## src/rtl/mem_port_arbiter.sv

```systemverilog
// mem_port_arbiter
//   Shares one unified memory port between the instruction-fetch and data
//   (load/store) ports of the rv32i datapath. One transaction at a time,
//   round-robin on simultaneous requests, combinational stall to the core.
//
// Ports
//   clk, rst                      rising-edge clock, synchronous active-high reset
//   imem_req/addr -> rdata/ready  fetch port (ready is a one-cycle pulse)
//   dmem_req/we/addr/wdata
//                 -> rdata/ready  data port (ready is a one-cycle pulse)
//   mem_valid/we/addr/wdata       request to the single-port memory
//   mem_rdata/mem_ready           memory response (sampled while mem_valid=1)
//   stall                         combinational: a port is waiting for ready
//   err                           one-cycle abort flag, coincident with *_ready
//
// Build option
//   ARB_TIMEOUT_EN  when defined, a transaction still in BUSY after
//                   TimeoutCycles cycles is aborted with err=1 and rdata=0.
//                   When undefined, BUSY waits indefinitely and err is 0.

module mem_port_arbiter #(
   parameter int unsigned AddrWidth     = 32,
   parameter int unsigned DataWidth     = 32,
   parameter int unsigned TimeoutCycles = 16
) (
   input  logic                 clk,
   input  logic                 rst,
   input  logic                 imem_req,
   input  logic [AddrWidth-1:0] imem_addr,
   output logic [DataWidth-1:0] imem_rdata,
   output logic                 imem_ready,
   input  logic                 dmem_req,
   input  logic                 dmem_we,
   input  logic [AddrWidth-1:0] dmem_addr,
   input  logic [DataWidth-1:0] dmem_wdata,
   output logic [DataWidth-1:0] dmem_rdata,
   output logic                 dmem_ready,
   output logic                 mem_valid,
   output logic                 mem_we,
   output logic [AddrWidth-1:0] mem_addr,
   output logic [DataWidth-1:0] mem_wdata,
   input  logic [DataWidth-1:0] mem_rdata,
   input  logic                 mem_ready,
   output logic                 stall,
   output logic                 err
);

   // Reject a zero timeout at elaboration.
   if (TimeoutCycles == 0) begin : g_param_check
      $error("mem_port_arbiter: TimeoutCycles must be >= 1");
   end

   typedef enum logic [1:0] {ST_IDLE, ST_BUSY, ST_RESP} state_t;

   state_t               r_state;
   logic                 r_last_d;     // 1: last grant went to the data port
   logic                 r_gnt_d;      // 1: current transaction belongs to the data port
   logic                 r_mem_valid;
   logic                 r_mem_we;
   logic [AddrWidth-1:0] r_mem_addr;
   logic [DataWidth-1:0] r_mem_wdata;
   logic                 r_imem_ready;
   logic                 r_dmem_ready;
   logic [DataWidth-1:0] r_imem_rdata;
   logic [DataWidth-1:0] r_dmem_rdata;
   logic                 w_grant_d;

`ifdef ARB_TIMEOUT_EN
   localparam int unsigned CntWidth = $clog2(TimeoutCycles + 1);
   logic [CntWidth-1:0]  r_cnt;
   logic                 r_err;
`endif

   // Data wins when alone, or on a tie when fetch was granted last.
   assign w_grant_d = dmem_req & (~imem_req | ~r_last_d);

   // Main FSM with registered outputs.
   always_ff @(posedge clk) begin
      if (rst) begin
         r_state      <= ST_IDLE;
         r_last_d     <= 1'b0;
         r_gnt_d      <= 1'b0;
         r_mem_valid  <= 1'b0;
         r_mem_we     <= 1'b0;
         r_mem_addr   <= '0;
         r_mem_wdata  <= '0;
         r_imem_ready <= 1'b0;
         r_dmem_ready <= 1'b0;
         r_imem_rdata <= '0;
         r_dmem_rdata <= '0;
`ifdef ARB_TIMEOUT_EN
         r_cnt        <= '0;
         r_err        <= 1'b0;
`endif
      end else begin
         r_imem_ready <= 1'b0;
         r_dmem_ready <= 1'b0;
`ifdef ARB_TIMEOUT_EN
         r_err        <= 1'b0;
`endif
         case (r_state)
            ST_IDLE: begin
               if (imem_req | dmem_req) begin
                  r_state     <= ST_BUSY;
                  r_mem_valid <= 1'b1;
                  r_gnt_d     <= w_grant_d;
                  r_last_d    <= w_grant_d;
`ifdef ARB_TIMEOUT_EN
                  r_cnt       <= '0;
`endif
                  if (w_grant_d) begin
                     r_mem_we    <= dmem_we;
                     r_mem_addr  <= dmem_addr;
                     r_mem_wdata <= dmem_wdata;
                  end else begin
                     // Fetches are always reads; no store data to carry.
                     r_mem_we    <= 1'b0;
                     r_mem_addr  <= imem_addr;
                     r_mem_wdata <= '0;
                  end
               end
            end
            ST_BUSY: begin
               if (mem_ready) begin
                  r_state     <= ST_RESP;
                  r_mem_valid <= 1'b0;
                  if (r_gnt_d) begin
                     r_dmem_ready <= 1'b1;
                     r_dmem_rdata <= mem_rdata;
                  end else begin
                     r_imem_ready <= 1'b1;
                     r_imem_rdata <= mem_rdata;
                  end
               end
`ifdef ARB_TIMEOUT_EN
               // Last allowed BUSY cycle without mem_ready: abort.
               else if (r_cnt == CntWidth'(TimeoutCycles - 1)) begin
                  r_state     <= ST_RESP;
                  r_mem_valid <= 1'b0;
                  r_err       <= 1'b1;
                  if (r_gnt_d) begin
                     r_dmem_ready <= 1'b1;
                     r_dmem_rdata <= '0;
                  end else begin
                     r_imem_ready <= 1'b1;
                     r_imem_rdata <= '0;
                  end
               end else begin
                  r_cnt <= r_cnt + CntWidth'(1);
               end
`endif
            end
            ST_RESP: r_state <= ST_IDLE;
            default: r_state <= ST_IDLE;
         endcase
      end
   end

   assign mem_valid  = r_mem_valid;
   assign mem_we     = r_mem_we;
   assign mem_addr   = r_mem_addr;
   assign mem_wdata  = r_mem_wdata;
   assign imem_ready = r_imem_ready;
   assign dmem_ready = r_dmem_ready;
   assign imem_rdata = r_imem_rdata;
   assign dmem_rdata = r_dmem_rdata;

   // Freeze the core while any requester is still waiting.
   assign stall = (imem_req & ~r_imem_ready) | (dmem_req & ~r_dmem_ready);

`ifdef ARB_TIMEOUT_EN
   assign err = r_err;
`else
   assign err = 1'b0;
`endif

endmodule
```

## config.mk

```make
export PLATFORM = sky130hd
export DESIGN_NAME = mem_port_arbiter
export DESIGN_NICKNAME = d
export VERILOG_FILES = /design/src/rtl/mem_port_arbiter.sv
export SDC_FILE = /design/constraint.sdc
export NUM_CORES = 1
export LEC_CHECK = 0
export ABC_CLOCK_PERIOD_IN_PS = 2130
export CAP_MARGIN = 20
export CELL_PAD_IN_SITES_DETAIL_PLACEMENT = 0
export CELL_PAD_IN_SITES_GLOBAL_PLACEMENT = 2
export CORE_MARGIN = 1
export CORE_UTILIZATION = 35
export CTS_BUF_LIST = sky130_fd_sc_hd__clkbuf_2
export CTS_CLUSTER_SIZE = 8
export DETAILED_ROUTE_END_ITERATION = 6
export DONT_BUFFER_PORTS = 1
export GPL_TIMING_DRIVEN = 0
export MAX_ROUTING_LAYER = met4
export PLACE_DENSITY = 0.83
export SYNTH_ARGS = -nofsm -noshare
export SYNTH_HDL_FRONTEND = slang
export SYNTH_SLANG_ARGS = --single-unit
```

## constraint.sdc

```tcl
create_clock -name clk -period 2.13 [get_ports clk]
set_input_delay 0.1065 -clock clk [delete_from_list [all_inputs] [get_ports clk]]
set_output_delay 0.1065 -clock clk [all_outputs]
set_load 0.01 [all_outputs]
```

==> reports/qor.yml, run 1 <==
clocking:
  ctsResizeCount: 0
  cts_buffer_depth: 2
  cts_sinks: 135
  htreeDepth: 4
  cts-hold-fix-buffers: 157
  numCtsBuffers: 17
  postCtsSetupBuffers: 0
  clock-root-buffer: "clkbuf_2"
status:
  error_line: "[ERROR RSZ-0060] Max buffer count reached."
  lastStage: "4_1_cts"
  status: "did not finish"
logic_synthesis:
  synth_top_area_share_pct: 54.2
  synthArstFlopShare_pct: 0
  synth_area_leaders: "dfxtp_1 54%, nand2_1 15%, a21oi_1 10%, a22o_1 5.8%, a311oi_1 3.7%"
  yosysWarnings: 0
  synth_xor_area_share_pct: 0
  synth-edff-count: 0
  synth_seq_cells: 135
  synth_top_cell_by_area: "dfxtp_1"
  ys_types: 27
  ys_seq_area_share_pct: 54.2
  netlist_area_um2: 4990
  synth_compound_area_share_pct: 23.8
  synth_mux_area_share_pct: 0
  synth.most_common_cell: "nand2_1"
  avgSynthCellArea_um2: 8.78
  ys.flop_type: "dfxtp_1"
  ys_top_cells_by_count: "194 x nand2_1, 135 x dfxtp_1, 100 x a21oi_1"
  synthAdderAreaFrac_pct: 0
  syn_nets: 702
  synth_top_family_by_area: "compound AO/OA/AOI/OAI gates"
  synthCells: 568
  synthSimpleGateAreaFrac_pct: 16.5
placed_design:
  gp_congestion: 0.767
  dp_hpwl_um: 10200
  port-buffer-count: 0
  place_ws_ns: 0.511
floorplan:
  io_pins: 268
  die_width_um: 121
  floorplan.initialDensity_pct: 35.9
  row_count: 43
  die_h_um: 121
-- cell families after synthesis --
group                  count (synthesis)
other                                  1
buffers and inverters                 55
flip-flops                           135
AO/OA/AOI/OAI                        170
AND/OR/NAND/NOR                      207
-- metrics by stage --
step,instances,hold slack [ns],cell area (um2),util (%)
floorplan,568,0.223,4990,-
detailed placement,748,0.230,5210,37.5
global placement,748,0.228,5210,37.5
==> inputs of run 2 (changes only) <==
Settings changed: CELL_PAD_IN_SITES_DETAIL_PLACEMENT 0 to not set, CELL_PAD_IN_SITES_GLOBAL_PLACEMENT 2 to not set, CORE_UTILIZATION 35 to 20, CTS_BUF_LIST sky130_fd_sc_hd__clkbuf_2 to not set, CTS_CLUSTER_SIZE 8 to not set, MAX_ROUTING_LAYER met4 to not set, PLACE_DENSITY 0.83 to not set, PLACE_DENSITY_LB_ADDON set to 0.15.
==> run 2 against run 1 <==
The flow now finishes without violations. Synthesized area stayed put. Synthesized cell count stayed put.
==> reports/qor.yml, run 2 <==
hold_path:
  min_path_type: "input pin to flip-flop"
logic_synthesis:
  yosysWarnings: 0
  synthCells: 568
  synth_top_cell_by_area: "dfxtp_1"
  synth-edff-count: 0
  ys_seq_area_share_pct: 54.2
  synthArstFlopShare_pct: 0
  synth_seq_cells: 135
  avgSynthCellArea_um2: 8.78
  ys_types: 27
  ys_top_cells_by_count: "194 x nand2_1, 135 x dfxtp_1, 100 x a21oi_1"
  synth.most_common_cell: "nand2_1"
  syn_nets: 702
  netlist_area_um2: 4990
  ys.flop_type: "dfxtp_1"
  synth_top_area_share_pct: 54.2
  synth_area_leaders: "dfxtp_1 54%, nand2_1 15%, a21oi_1 10%, a22o_1 5.8%, a311oi_1 3.7%"
floorplan:
  io_pins: 268
  floorplan.initialDensity_pct: 20.4
  core-area_um2: 24400
  row_count: 57
  die_area_um2: 25600
  die_h_um: 160
  die_width_um: 160
placed_design:
  gp_congestion: 0.787
  dp_hpwl_um: 12300
  place_ws_ns: 0.388
  port-buffer-count: 0
sta:
  grt_setup_unrepaired: "false"
  worstMarginPinSlew_ns: 0.722
  setup_viol_count_final: 0
  fin_skew_ns: 0.00920
  min_period_ns: 1.99
  fin_setup_tns_ns: 0
  max-slew-margin-rel_pct: 51.9
  fmax_mhz: 502
  hold_viol: 0
  maxSlewViolCount: 0
  fin_ws_ns: 0.139
  period_share_pct: 93.5
job:
  max-cap-violations: 0
worst_setup_path:
  critPathArrivalTime_ns: 2.28
  worstSetupPathType: "flip-flop to flip-flop"
  cp_max_fo: 10
  cp-end-kind: "flip-flop"
  worstPathRequired_ns: 2.42
  worst_setup_path_start_kind: "flip-flop"
global_routing:
  first_global_vias: 4727
  antenna_found_initial: 0
  grt_max_degree: 17
  track_usage_pct: 12.9
  grt_pass1_wl_um: 26000
  grt-ovfl-total: 0
finish:
  seqCellArea_um2: 2700
  diodes: 0
  drive_gt1_share_pct: 10.1
  layout_common_cells: "194 x nand2_1, 135 x dfxtp_1, 133 x dlygate4sd3_1"
  final_nets: 854
  fillers: 2603
  syn_to_final_growth_pct: 47.4
  multi_input_area_um2: 2010
  layout_commonest_cell: "nand2_1"
power:
  p_leak_nw: 2.69
  p_per_area_nw_per_um2: 921
  ir_drop_uv: 460
status:
  status: "finished clean"
clocking:
  path_clk_slew_ns: 0.06
  cts_sinks: 135
  htreeDepth: 4
  clk_latency_ns: 0.41
  cts_buffer_depth: 2
  clock-root-buffer: "clkbuf_16"
  cts_tree: "yes"
  postCtsSetupBuffers: 0
  numCtsBuffers: 17
detailed_routing:
  wl_per_cell_um: 15.8
  routed_wl_um: 16700
  drt_iter0_drc: 182
  via_per_inst: 4.42
  dr.pass1.iters: 4
  num_vias: 4671
  ant_nets: 0
  drc: 0
[run 2: cell counts after synthesis]
Identical to the previous run, type by type.
[run 2: repair_timing]
item                                    in CTS  in global routing
hold endpoints to repair                   133                  0
gates resized for setup                      0                  2
endpoints found under the setup margin       0                  1
hold buffers                               133                  0
[run 2: metrics by stage]
step	hold slack [ns]	std cells	total power, W	instance area (um2)	utilization (%)
after CTS	0.0968	1057	0.00687	7350	30.1
after floorplan	0.223	568	0.00331	4990	-
after global placement	0.227	892	0.00347	5390	22.1
final	0.123	1057	0.00677	7350	30.1
after detailed placement	0.231	892	0.00348	5390	22.1
after global routing	0.138	1057	0.00708	7350	30.1
[run 2: worst max-delay path, cell delays in order (launching register included)]
cell and delay, ns:
dfxtp_1 0.36, nor2_1 0.17, buf_4 0.22, and2_4 0.16, buf_6 0.11, buf_6 0.16, a311oi_2 0.10, dlygate4sd3_1 0.59
[run 2: power breakdown]
group / internal, W / switching [W]
Combinational: 0.000378 / 0.000383
Clock: 0.00191 / 0.00122
Sequential: 0.00268 / 0.000192
[run 2: kinds of logic after synthesis]
kind of cell	synth area share, %
other	0.0752
DFF	54.2
AOI/OAI and AO/OA	23.8
and+or+nand+nor	16.5
buffers and inverters	5.47
[run 2: cell type report]
cell class	instances	share of cell area, %
buffer	53	3.64
timing repair buffer	133	18.1
sequential	135	36.8
tap	324	5.52
inverter	2	0.102
clock buffer	18	5.98
multi-input combinational	378	27.4
clock inverter	14	2.52
[run 2: path summary, 6_finish.rpt]
check / from / endpoint / depth (start not counted) / slack, ns
min reg2reg: imem_rdata[23]$_SDFFE_PP0P_ / imem_rdata[23]$_SDFFE_PP0P_ / 2 / 0.50
min: mem_ready / imem_rdata[1]$_SDFFE_PP0P_ / 4 / 0.12
max reg2reg: r_state[0]$_SDFFE_PP0P_ / mem_addr[3]$_SDFFE_PP0P_ / 7 / 0.14
max: r_state[0]$_SDFFE_PP0P_ / mem_addr[3]$_SDFFE_PP0P_ / 7 / 0.14
[run 2: metal layers]
layer | routed length (um) | GRT usage, % | vias up
li1 | - | - | 2265
met1 | 7070 | 15.1 | 2209
met5 | 0 | 0 | -
met4 | 169 | 4.07 | 0
met2 | 8170 | 22.4 | 188
met3 | 1250 | 4.16 | 9
Power figures use the tool's default switching activity.
